<file path="src/rtl/fishingrod_feeder_if.sv">
`default_nettype none
// ---------------------------------------------------------------------------
// fishingrod_feeder_if : start/data request and byte-serial datapath feed
// Revision 1.0
// ---------------------------------------------------------------------------
interface fishingrod_feeder_if;
  logic        start;
  logic [0:95] pt_in;
  logic [0:63] key_in;
  logic        busy;
  logic [7:0]  inp;
  logic [7:0]  key;
  logic        round0;
  logic [4:0]  round;
  logic [3:0]  step;
  logic        done;

  modport master (
    input  start, pt_in, key_in,
    output busy, inp, key, round0, round, step, done
  );

  modport slave (
    output start, pt_in, key_in,
    input  busy, inp, key, round0, round, step, done
  );
endinterface
`default_nettype wire

</file>
<file path="src/rtl/fishingrod_feeder.sv">
`default_nettype none
// ---------------------------------------------------------------------------
// fishingrod_feeder : byte-serial block/key loader and round sequencer
// Revision 1.0
// ---------------------------------------------------------------------------
module fishingrod_feeder #(
  parameter int NROUNDS = 30,
  parameter int STEPS   = 12
) (
  input  logic                ck,
  input  logic                rstn,
  fishingrod_feeder_if.master bus
);

  localparam logic [1:0] c_idle = 2'd0;
  localparam logic [1:0] c_load = 2'd1;
  localparam logic [1:0] c_run  = 2'd2;

  localparam logic [3:0] c_last_step  = 4'(STEPS - 1);
  localparam logic [4:0] c_last_round = 5'(NROUNDS);

  logic [1:0]  r_state;
  logic [0:95] r_pt_sr;
  logic [0:63] r_key_sr;

  // Byte 0 goes straight to the outputs at acceptance; the shift registers
  // hold the remaining bytes and back-fill with zeros.
  always_ff @(posedge ck or negedge rstn) begin
    if (!rstn) begin
      r_state    <= c_idle;
      r_pt_sr    <= '0;
      r_key_sr   <= '0;
      bus.busy   <= 1'b0;
      bus.inp    <= 8'h00;
      bus.key    <= 8'h00;
      bus.round0 <= 1'b0;
      bus.round  <= 5'd0;
      bus.step   <= 4'd0;
      bus.done   <= 1'b0;
    end else begin
      bus.done <= 1'b0;
      case (r_state)
        c_idle: begin
          if (bus.start) begin
            r_state    <= c_load;
            bus.busy   <= 1'b1;
            bus.round0 <= 1'b1;
            bus.round  <= 5'd0;
            bus.step   <= 4'd0;
            bus.inp    <= bus.pt_in[0:7];
            bus.key    <= bus.key_in[0:7];
            r_pt_sr    <= {bus.pt_in[8:95], 8'h00};
            r_key_sr   <= {bus.key_in[8:63], 8'h00};
          end
        end
        c_load: begin
          if (bus.step == c_last_step) begin
            r_state    <= c_run;
            bus.round0 <= 1'b0;
            bus.round  <= 5'd1;
            bus.step   <= 4'd0;
            bus.inp    <= 8'h00;
            bus.key    <= 8'h00;
          end else begin
            bus.step <= bus.step + 4'd1;
            bus.inp  <= r_pt_sr[0:7];
            bus.key  <= r_key_sr[0:7];
            r_pt_sr  <= {r_pt_sr[8:95], 8'h00};
            r_key_sr <= {r_key_sr[8:63], 8'h00};
          end
        end
        c_run: begin
          if (bus.step == c_last_step) begin
            bus.step <= 4'd0;
            if (bus.round == c_last_round) begin
              r_state   <= c_idle;
              bus.busy  <= 1'b0;
              bus.done  <= 1'b1;
              bus.round <= 5'd0;
            end else begin
              bus.round <= bus.round + 5'd1;
            end
          end else begin
            bus.step <= bus.step + 4'd1;
          end
        end
        default: r_state <= c_idle;
      endcase
    end
  end

endmodule
`default_nettype wire

</file>
<file path="src/flat_wrapper.sv">
// flat-port wrapper written by rule: the top's interface ports become plain ports
module fishingrod_feeder_flat 
#(
  parameter int NROUNDS = 30,
  parameter int STEPS   = 12
)
  (ck, rstn, bus_start, bus_pt_in, bus_key_in, bus_busy, bus_inp, bus_key, bus_round0, bus_round, bus_step, bus_done);
  fishingrod_feeder_if bus_i ();
  input  logic ck;
  input  logic rstn;
  input wire logic [$bits(bus_i.start)-1:0] bus_start;
  input wire logic [$bits(bus_i.pt_in)-1:0] bus_pt_in;
  input wire logic [$bits(bus_i.key_in)-1:0] bus_key_in;
  output wire logic [$bits(bus_i.busy)-1:0] bus_busy;
  output wire logic [$bits(bus_i.inp)-1:0] bus_inp;
  output wire logic [$bits(bus_i.key)-1:0] bus_key;
  output wire logic [$bits(bus_i.round0)-1:0] bus_round0;
  output wire logic [$bits(bus_i.round)-1:0] bus_round;
  output wire logic [$bits(bus_i.step)-1:0] bus_step;
  output wire logic [$bits(bus_i.done)-1:0] bus_done;
  assign bus_i.start = bus_start;
  assign bus_i.pt_in = bus_pt_in;
  assign bus_i.key_in = bus_key_in;
  assign bus_busy = bus_i.busy;
  assign bus_inp = bus_i.inp;
  assign bus_key = bus_i.key;
  assign bus_round0 = bus_i.round0;
  assign bus_round = bus_i.round;
  assign bus_step = bus_i.step;
  assign bus_done = bus_i.done;
  fishingrod_feeder #(.NROUNDS(NROUNDS), .STEPS(STEPS)) u_core (.ck(ck), .rstn(rstn), .bus(bus_i));
endmodule
</file>
<file path="config.mk">
export PLATFORM = sky130hd
export DESIGN_NAME = fishingrod_feeder_flat
export DESIGN_NICKNAME = d
export VERILOG_FILES = /design/src/rtl/fishingrod_feeder_if.sv /design/src/rtl/fishingrod_feeder.sv /design/src/flat_wrapper.sv
export SDC_FILE = /design/constraint.sdc
export NUM_CORES = 1
export LEC_CHECK = 0
export ABC_AREA = 1
export ABC_CLOCK_PERIOD_IN_PS = 4200
export CAP_MARGIN = 20
export CORE_AREA = 4 4 189 191
export DETAILED_ROUTE_END_ITERATION = 16
export DIE_AREA = 0 0 193 195
export GPL_TIMING_DRIVEN = 0
export SYNTH_ARGS = -nofsm -noshare
export SYNTH_HDL_FRONTEND = slang
export SYNTH_SLANG_ARGS = --single-unit
</file>
<file path="constraint.sdc">
create_clock -name ck -period 4.2 [get_ports ck]
set_input_delay 1.05 -clock ck [delete_from_list [all_inputs] [get_ports ck]]
set_output_delay 1.05 -clock ck [all_outputs]
set_load 0.1 [all_outputs]
</file>
After elaboration in Yosys (flattened, before gate mapping). Index checks and enable logic that the tools add are counted.

Bits of input ports: 163. Logic and storage cells: 68. Bits in registers: 190. Memory bits (read-only): 0. Output and inout bits: 28. Bits in latches: 0. Memory bits (writable): 0. Memories kept: 0.

Add/subtract/negate cells: 2. Magnitude comparators: 0. Shift operators: 0. Bitwise operators: 0. Muxes and demuxes: 34. Equal/unequal tests: 9. Divide/modulo/power cells: 0. Reductions and logical operators: 13. Multiply operators: 0.

Operators with widths (number): $mux 96 (2); $pmux 96 s2 (1); $mux 64 (2); $pmux 64 s2 (1); $mux 8 (4); $pmux 8 s2 (2); $mux 5 (4); $pmux 5 s3 (1); $reduce_and 4->1 (3); $mux 2 (4); $mux 4 (2); $pmux 4 s2 (1); $mux 1 (7); $ne 2x1->1 const B (3); $pmux 2 s3 (1); $reduce_and 3->1 (2); $reduce_bool 2->1 (3); $add 5x1->5 const B (1); $eq 5x5->1 const B (1); $add 4x1->4 const B (1); $eq 4x4->1 const B (1); $ne 2x2->1 const B (2); $pmux 1 s2 (2); $reduce_and 2->1 (2); 5 further kinds (5).

Depth between registers and ports, before layout.
Word-level depth: 4. Gate-level depth with buffers: 12. Gate-level depth less buffers: 8.

Least setup slack after synthesis. Ideal clock, no wire load.

Kind: register -> register. Start: register u_core.bus.step[0]. End: register u_core.r_pt_sr[18] in the netlist's numbering. Cell stages (with the launch flop): 10. Data required time: 4.079 ns. Data arrival time: 2.137 ns. Buffers on the path: 3. Period minus slack after synthesis: 2.257 ns. Slack: 1.943 ns. Library setup time: 0.121 ns. Cell sequence: dfrtp_1 -> ha_1 -> nand3_1 -> inv_1 -> a21oi_2 -> buf_4 -> buf_6 -> buf_4 -> nand2_1 -> o21ai_1.

Longest elaborated chain between the ends: 3.

Ends and longest elaborated chain: start: declaration (RTL line fishingrod_feeder_if.sv:20) `output busy, inp, key, round0, round, step, done`; start signal: assignment (RTL line fishingrod_feeder.sv:65) `bus.step <= bus.step + 4'd1;`; start signal: assignment (RTL line fishingrod_feeder.sv:84) `bus.step <= bus.step + 4'd1;`; $eq 4x4->1 (RTL line fishingrod_feeder.sv:57) `if (bus.step == c_last_step) begin`; $ne 2x2->1 (no source line); $reduce_and 3->1 (no source line); end signal: assignment (RTL line fishingrod_feeder.sv:52) `r_pt_sr <= {bus.pt_in[8:95], 8'h00};`; end signal: assignment (RTL line fishingrod_feeder.sv:68) `r_pt_sr <= {r_pt_sr[8:95], 8'h00};`; end: declaration (RTL line fishingrod_feeder.sv:23) `logic [0:95] r_pt_sr;`.

No other way between the ends. A chain may end at the register's enable or synchronous reset.

Final worst setup path.
Start: register u_core.bus.round[2]. End: output bus_round[2].

RTL lines: start: declaration (RTL line fishingrod_feeder_if.sv:20); start signal: assignment (RTL line fishingrod_feeder.sv:81) `bus.round <= bus.round + 5'd1;`; end: declaration (RTL line flat_wrapper.sv:18) `output wire logic [$bits(bus_i.round)-1:0] bus_round;`.

No word-level cell between the ends.

==> results.md <==
- Outcome: completed
- Share of layout cells above drive strength 1: under 10%
- Antenna viol nets, final: 0
- Root Buffer: clkbuf_16
- Max_cap viols: 0
- Max Slew Vio Count: 0
- Worst R2R Setup Slack: approximately 1.2 ns
- Final hold vios: 0
- Worst slew pin tran: around 1.1 ns
- DR WL/cell: 15.82 um
- Synth Register Bits: between 150 and 200
- # IOs: 191
- Critical path's largest stage delay: 1.19 ns
- CTS Buffer Depth: 2
- Arr. time, crit path: ~2.1 ns
- Period Utilization, post-route: between 70% and 80%
- Reg2reg end: u_core.r_key_sr[1]$_DFFE_PN0P_
- CP Class: register to output port
- Slowest cell on crit path: clkdlybuf4s50_1
- Cells after DPL: about 1.7k
- Mapped Area: roughly 0.0084 mm2
- Yosys cell types: 21
- Minimum clock period: about 3.1 ns
- Clock Sink Count: 174
- Final TNS setup: 0 ns
- Core Region: about 0.034 mm2
- Cells after Synth: approximately 1.1k
- Highest Clock Rate: 319.2 MHz
- Startpoint types: register
- Row count: 68
- Grt met2 use: a little under a quarter
- Pin count of the biggest net entering global routing: 105
- Area growth syn-to-layout: 37.76%
- Die Area: around 0.038 mm2
- Leak pwr: ~5.3 nW
- Crit path buf inv count: 1
- Antenna violations before repair: 1
- Total Routing Usage GR: 14.73%
- Synth warn: 0
- Placer congestion estimate: slightly below 0.9
- Worst skew pair latency: ~0.43 ns
- Post-route DRC: 0
- Clock-pin slew on the worst setup and hold paths: roughly 0.070 ns
- Finished Layout Cells: 1769
- Htree depth: 4
- CP Capture Point: bus_round[2]
- Mapped Nets: 1260
- Worst Setup End Kind: output port
- Worst-path cell chain: clkdlybuf4s50_1
- Worst min path class: register to register
- GRT busiest layer: met2
- Largest area contributor in the netlist: dfrtp_1
- Reg-to-Reg Start: u_core.r_state[1]$_DFFE_PN0P_
- Final wirelength: 27990 um
- Total power: 9.047 mW
- Setup crit start: u_core.bus.round[2]$_DFFE_PN0P_
- Final setup fails: 0
- Sequential cell area fraction in the yosys report: between 50% and 60%
- Dpl hpwl: 20820 um
- CTS-repair resized insts: 0
- Vias per cell: 4.360
- Worst EP required: 3.15 ns
- Filler cells: 3594
- Number of global-route vias before repair: 7857
- Gr ovfl total: 0
- Top cell type's share of synthesized area: 51.92%
- CP Max Fanout: 7
- Post-place setup slack: 0.9323 ns
- Final core area utilization: 33.86%
- Area contributors post-synth: dfrtp_1, nand2_1, o21ai_0
- First-pass GRT wire length: 43070 um
- CP top delay family: buffers and inverters
- Post-CTS setup buffer count: 0
- Die height: 195 um
- Die X: approximately 190 um
- CTS tree: yes
- Synthesized area per cell: 7.686 um2
- M3 GR Usage: 3.754%
- Power density over the cells: 783.1 mW/mm2
- Final net count: about 1.5k
- CTS Hold Buffers Added: 0
- IO buf count: 190
- Starting Density: 24.58%
- Total CTS buffers: 17
- Met1 usage: 20.60%
- Clock Skew: 0.01364 ns
- Routed vias: roughly 7.7k
- Cells on worst reg2reg path: 9
- Peak supply drop: 0.0004141 V
- Critical Path Stages: 1
- RSZ-0062 raised after global routing: false
- Starting DRT DRC Count: between 500 and 600
- DRT Pass-1 Iters: 5
- Relative slew slack: 29.50%
- Final setup margin: 1.067 ns
-- where the power goes --
group | total (mW) | internal, mW | leakage, nW | switching (mW)
clock | 1.82 | 1.09 | 0.320 | 0.736
sequential | 2.72 | 2.45 | 2.16 | 0.269
combinational | 4.51 | 1.30 | 2.81 | 3.20
total | 9.05 | 4.84 | 5.29 | 4.21
-- placed cells by master (no fill, tap or decap) --
cell	Yosys	final
a21oi_1	31	31
a21oi_2	1	1
a31oi_1	1	1
buf_1	3	3
buf_16	0	1
buf_2	20	20
buf_4	9	9
buf_6	1	1
buf_8	0	1
bufinv_16	0	5
clkbuf_1	35	35
clkbuf_16	0	17
clkbuf_8	0	1
clkdlybuf4s50_1	0	189
clkinv_4	0	1
clkinvlp_4	0	1
dfrtp_1	174	174
diode_2	0	1
ha_1	6	6
inv_1	161	161
inv_2	2	2
inv_6	0	5
inv_8	0	1
nand2_1	300	300
nand3_1	33	33
nand4_1	4	4
nor2_1	25	25
o21ai_0	202	202
o21ai_1	80	80
o21ai_4	1	1
o22ai_1	1	1
xor2_1	1	1
-- cells in the mapped netlist --
library cell / number
nand2_1: 300
o21ai_0: 202
dfrtp_1: 174
inv_1: 161
o21ai_1: 80
clkbuf_1: 35
nand3_1: 33
a21oi_1: 31
nor2_1: 25
buf_2: 20
buf_4: 9
ha_1: 6
nand4_1: 4
buf_1: 3
inv_2: 2
a21oi_2: 1
a31oi_1: 1
buf_6: 1
o21ai_4: 1
o22ai_1: 1
xor2_1: 1
-- per-layer routing --
metal / wire length [um] / vias to the layer above
li1: - / 3862
met1: 13310 / 3625
met2: 12620 / 208
met3: 1811 / 17
met4: 256 / 0
met5: 0 / -
-- through the flow --
stage | hold slack [ns] | instance area, um2
floorplan | 0.4782 | 8386
global placement | 0.4841 | 10860
detailed placement | 0.4939 | 10890
CTS | 0.5155 | 11550
global route | 0.5280 | 11550
finish | 0.5120 | 11550
-- cell type report --
| cell class | instances | area (um2) | share of cell area (%) |
|---|---|---|---|
| timing repair buffer | 191 | 1934 | 16.74 |
| clock buffer | 18 | 439.2 | 3.802 |
| tap | 455 | 569.3 | 4.928 |
| sequential | 174 | 4354 | 37.69 |
| inverter | 163 | 611.8 | 5.296 |
| clock inverter | 13 | 221.5 | 1.917 |
| multi-input combinational | 686 | 3098 | 26.82 |
| buffer | 68 | 321.6 | 2.783 |
| antenna | 1 | 2.502 | 0.02166 |
-- worst min path at each step --
| stage | start | endpoint | slack [ns] | cells past startpoint |
|---|---|---|---|---|
| 3_3_place_gp | u_core.bus.key[7]$_DFFE_PN0P_ | u_core.bus.key[7]$_DFFE_PN0P_ | 0.48 | 2 |
| 2_1_floorplan | u_core.r_state[1]$_DFFE_PN0P_ | u_core.r_state[1]$_DFFE_PN0P_ | 0.48 | 2 |
| 5_1_grt | u_core.r_pt_sr[68]$_DFFE_PN0P_ | u_core.r_pt_sr[68]$_DFFE_PN0P_ | 0.53 | 2 |
| 6_report | u_core.r_pt_sr[70]$_DFFE_PN0P_ | u_core.r_pt_sr[70]$_DFFE_PN0P_ | 0.51 | 2 |
| 4_1_cts | u_core.bus.key[7]$_DFFE_PN0P_ | u_core.bus.key[7]$_DFFE_PN0P_ | 0.52 | 2 |
| 3_5_place_dp | u_core.bus.key[7]$_DFFE_PN0P_ | u_core.bus.key[7]$_DFFE_PN0P_ | 0.49 | 2 |
-- sequential cells by signal, summed over array words and instances (netlist names) --
name	flops
u_core.r_pt_sr	88
u_core.r_state	2
u_core.bus.round0	1
u_core.bus.inp	8
u_core.bus.round	5
u_core.bus.key	8
u_core.bus.step	4
u_core.r_key_sr	56
u_core.bus.busy	1
u_core.bus.done	1
-- logic make-up after synthesis --
| logic type | Yosys count | share of synthesized area [%] |
|---|---|---|
| compound gates | 317 | 19.13 |
| xor+xnor | 1 | 0.1045 |
| fa+ha+maj | 6 | 0.8952 |
| simple gates | 362 | 16.82 |
| buf+inv | 231 | 11.13 |
| flops | 174 | 51.92 |
(Power assumes the default switching activity.)
==> variant 1 (same flow settings) <==
`NROUNDS` is set to 30 in 2 places; all go to 29.
--- a/src/rtl/fishingrod_feeder.sv
+++ b/src/rtl/fishingrod_feeder.sv
@@ -4,7 +4,7 @@
 // Revision 1.0
 // ---------------------------------------------------------------------------
 module fishingrod_feeder #(
-  parameter int NROUNDS = 30,
+  parameter int NROUNDS = 29,
   parameter int STEPS   = 12
 ) (
   input  logic                ck,
--- a/src/flat_wrapper.sv
+++ b/src/flat_wrapper.sv
@@ -1,7 +1,7 @@
 // flat-port wrapper written by rule: the top's interface ports become plain ports
 module fishingrod_feeder_flat 
 #(
-  parameter int NROUNDS = 30,
+  parameter int NROUNDS = 29,
   parameter int STEPS   = 12
 )
   (ck, rstn, bus_start, bus_pt_in, bus_key_in, bus_busy, bus_inp, bus_key, bus_round0, bus_round, bus_step, bus_done);
Formal check against the unedited RTL: same outputs for any inputs over 10 cycles, from zero or initial values and one cycle with rstn low; that may be too few to reach the edited logic, so the function may still have changed.
==> variant 1 against the unedited design <==
Routed wire length down 0.44%; power down 2.1%; cell count unchanged; sequential cell count unchanged; synthesized cell count unchanged; synthesized area about the same; design area down 0.56%; setup slack better by 0.0056 ns; highest routed layer is now met5.
==> variant 1: results (changes against the unedited design) <==
[yosys]
netlist_top_cells_area=dfrtp_1, nand2_1, o21ai_0  ; unchanged
synth_common_cells=nand2_1, o21ai_0, dfrtp_1  ; unchanged
yosysSeqAreaShare=0.5190  ; was 0.5192
syn_nets=1260  ; unchanged
syn_inst=1091  ; unchanged
synth_ff_type=dfrtp_1  ; unchanged

[grt]
grt_usage=0.1478  ; was 0.1473
grtUsageMet1=0.2026  ; was 0.2060
grt_pass1_vias=7855  ; was 7857
grt_use_met2=0.2344  ; was 0.2314
grt_max_degree=97  ; was 105
grt_pass1_wl_um=43190  ; was 43070 µm
grt_antenna_before_repair=3  ; was 1
grt_use_met3=0.04469  ; was 0.03754

[timing]
timing.slew.headroom=0.2863  ; was 0.2950
hold_viol_final=0  ; unchanged
finClkSkew_ns=0.01332  ; was 0.01364 ns

[route]
vias=7695  ; was 7712
drt-initial-drc-count=402  ; was 511
drt_pass1_iterations=6  ; was 5
viasPerCell=4.350  ; was 4.360
wirelength_um=27870  ; was 27990 µm

[clock_tree]
cts_buffers=17  ; unchanged
cts_setup_buffers=0  ; unchanged
insertion_delay_ns=0.44
clockBufferDepth=2  ; unchanged

[place]
place_congestion=0.8644  ; was 0.8649
dp_hpwl_um=20730  ; was 20820 µm
placed_area_um2=10890  ; about the same
dp.cells=1737  ; unchanged

[status]
status=completed  ; unchanged

[pwr]
p_leak_nw=5.263  ; was 5.288 nW
vdd_ir_drop_max_v=0.0003993  ; was 0.0004141 V

[critical_path]
crit_arrival_ns=2.08  ; about the same
critical_path.max_fanout=7  ; unchanged
crit_slowest_cell=clkdlybuf4s50_1  ; unchanged

[layout]
final_nets=1470  ; unchanged
largestRegisters=u_core.r_pt_sr: 88 flops, u_core.r_key_sr: 56 flops  ; unchanged
insertedDiodeCount=0  ; was 1
final_layout_size_suffix_gt1_frac=0.05327  ; was 0.05103

==> variant 1: path summary, 6_finish.rpt <==
check,slack (ns),endpoint,start,depth (start not counted)
setup / recovery,1.07,bus_round[2],u_core.bus.round[2]$_DFFE_PN0P_,1
hold / removal,0.51,u_core.r_key_sr[12]$_DFFE_PN0P_,u_core.r_key_sr[12]$_DFFE_PN0P_,2
setup reg to reg,1.21,u_core.r_pt_sr[22]$_DFFE_PN0P_,u_core.r_state[1]$_DFFE_PN0P_,9
hold reg to reg,0.51,u_core.r_key_sr[12]$_DFFE_PN0P_,u_core.r_key_sr[12]$_DFFE_PN0P_,2
max in group asynchronous,2.66,u_core.r_pt_sr[2]$_DFFE_PN0P_,rstn,2
min in group asynchronous,0.59,u_core.r_pt_sr[51]$_DFFE_PN0P_,rstn,1
==> variant 1: area by class of cell <==
cell class	instances	area, µm²
Fill cell	3587	22630
Sequential cell	174	4354
Multi-Input combinational cell	686	3098
Timing Repair Buffer	191	1934
Inverter	163	611.8
Tap cell	455	569.3
Clock buffer	18	429.2
Buffer	68	325.3
Clock inverter	14	165.2
==> variant 1: per-layer routing <==
layer,vias up,wire length [µm]
met3,21,2050
met4,4,236
met5,-,22
met2,177,12700
li1,3873,-
met1,3620,12860
==> variant 1: report_power, final <==
part,internal [mW],switching [mW]
sequential,2.45,0.273
combinational,1.31,3.20
clock,0.854,0.773
total,4.61,4.24
==> variant 1: cells by family after synthesis <==
group / after synthesis / share of synthesized area
DFF: 174 / 0.5190
xor gates and xnor gates: 1 / 0.001044
and+or+nand+nor: 362 / 0.1681
AOI/OAI and AO/OA: 317 / 0.1912
buffers and inverters: 231 / 0.1117
adders and majority gates: 6 / 0.008948
==> variant 1: metrics by stage <==
step                worst slack, ns  TNS (ns)
floorplan                     1.929         0
global placement             -5.438   -941.49
detailed placement           0.8775         0
CTS                           1.038         0
global route                 0.9929         0
finish                        1.073         0
==> variant 2 (same flow settings) <==
Made on the original files. Make the reset (`rstn`) synchronous in one clocked block.
--- a/src/rtl/fishingrod_feeder.sv
+++ b/src/rtl/fishingrod_feeder.sv
@@ -25,7 +25,7 @@
 
   // Byte 0 goes straight to the outputs at acceptance; the shift registers
   // hold the remaining bytes and back-fill with zeros.
-  always_ff @(posedge ck or negedge rstn) begin
+  always_ff @(posedge ck) begin
     if (!rstn) begin
       r_state    <= c_idle;
       r_pt_sr    <= '0;
Check against the original RTL: differs if rstn is asserted again (counterexample within 4 cycles, from zero or initial values and one cycle with rstn low); with rstn held inactive, the same outputs for 10 cycles.
==> variant 2 against the unedited design <==
Synthesized area down 0.36%; synthesized cell count rose by 14%; global-route usage fell by 0.85 points; setup slack better by 0.041 ns; sequential cell count did not move; routed wire length is 4.5% lower; design area decreased by 1.3%; die area unchanged; critical path type unchanged; critical endpoint unchanged; highest routed layer unchanged.
Power is not compared: it rests on default switching activity, and its combinational part moved more than twofold at a synthesized area within 25%.
==> variant 2: results (changes against the unedited design) <==
[status]
status=completed  ; unchanged

[yosys]
async_flop_share=0  ; was 1.000
netlist_top_cells_area=dfxtp_1, nand2_1, o21ai_0  ; was dfrtp_1, nand2_1, o21ai_0
syn_nets=1414  ; was 1260
synth_common_cells=nand2_1, nor2_1, dfxtp_1  ; was nand2_1, o21ai_0, dfrtp_1
yosysSeqAreaShare=0.4169  ; was 0.5192
synthDistinctLibCells=27  ; was 21
yosysWarnings=0  ; unchanged

[critical_path]
r2r-start=u_core.r_state[1]$_SDFFE_PN0P_  ; was u_core.r_state[1]$_DFFE_PN0P_
crit_arrival_ns=2.04  ; was 2.08 ns
reg2reg_depth=10  ; was 9
crit_path_start=u_core.bus.round[2]$_SDFFE_PN0P_  ; was u_core.bus.round[2]$_DFFE_PN0P_
critical_path.max_fanout=6  ; was 7

[clock_tree]
cts_buffers=17  ; unchanged
clkTransAtPathRegs_ns=0.08
cts_setup_buffers=0  ; unchanged

[route]
wl_per_cell_um=13.92  ; was 15.82 µm
drt_pass1_iterations=5  ; unchanged
drt-initial-drc-count=451  ; was 511
vias=8237  ; was 7712

[place]
dp_hpwl_um=20500  ; was 20820 µm
placed_area_um2=10830  ; was 10890 µm²
place_congestion=0.8553  ; was 0.8649

[layout]
fillCellCount=3723  ; was 3594
insertedDiodeCount=0  ; was 1
final_nets=1623  ; was 1470
final_layout_size_suffix_gt1_frac=0.1173  ; was 0.05103

[grt]
grt_pass1_vias=8000  ; was 7857
grt_max_degree=19  ; was 105
grt_usage=0.1388  ; was 0.1473
grt_antenna_before_repair=0  ; was 1
grt_pass1_wl_um=41300  ; was 43070 µm

[timing]
finClkSkew_ns=0.01075  ; was 0.01364 ns
timing.slew.headroom=0.3126  ; was 0.2950

[worst_hold_path]
worstHoldStart=u_core.r_key_sr[54]$_SDFFE_PN0P_  ; was u_core.r_pt_sr[70]$_DFFE_PN0P_

[variant 2: metrics by stage]
step                      cells  setup WS (ns)
after floorplan            1244          1.902
after global placement     1889          1.054
after detailed placement   1889          1.007
after CTS                  1921          1.081
after global routing       1921          1.032
final                      1921          1.109
[variant 2: where the power goes]
part / leakage (nW) / internal [mW] / switching [mW] / total [mW]
clock network: 0.276 / 0.792 / 0.774 / 1.57
logic: 3.23 / 0.584 / 0.950 / 1.53
registers: 1.44 / 1.88 / 0.140 / 2.02
[variant 2: final cells by class]
| type | count | area [µm²] | area share |
|---|---|---|---|
| buffer | 82 | 575.6 | 0.05049 |
| clock buffer | 17 | 425.4 | 0.03732 |
| clock inverter | 15 | 146.4 | 0.01284 |
| inverter | 23 | 88.84 | 0.007794 |
| multi-input combinational | 965 | 4208 | 0.3692 |
| sequential | 174 | 3483 | 0.3056 |
| tap | 455 | 569.3 | 0.04995 |
| timing repair buffer | 190 | 1902 | 0.1668 |
[variant 2: logic make-up after synthesis]
logic type      synth area share
compound gates            0.1178
xor+xnor                0.001048
fa+ha+maj                0.01048
buf+inv                  0.07952
flops                     0.4169
simple gates              0.3742
[variant 2: final timing paths]
check | endpoint | slack (ns)
max | bus_round[2] | 1.11
min | u_core.r_key_sr[54]$_SDFFE_PN0P_ | 0.46
max reg2reg | u_core.r_key_sr[24]$_SDFFE_PN0P_ | 2.03
min reg2reg | u_core.r_key_sr[54]$_SDFFE_PN0P_ | 0.46
[variant 2: metal layers]
metal | part of all wire | vias to the layer above | global-route usage
met3 | 0.051 | 17 | 0.02485
met5 | 0 | - | 0
met1 | 0.46 | 3696 | 0.1831
met2 | 0.47 | 204 | 0.2370
met4 | 0.010 | 0 | 0.03016
li1 | - | 4320 | -
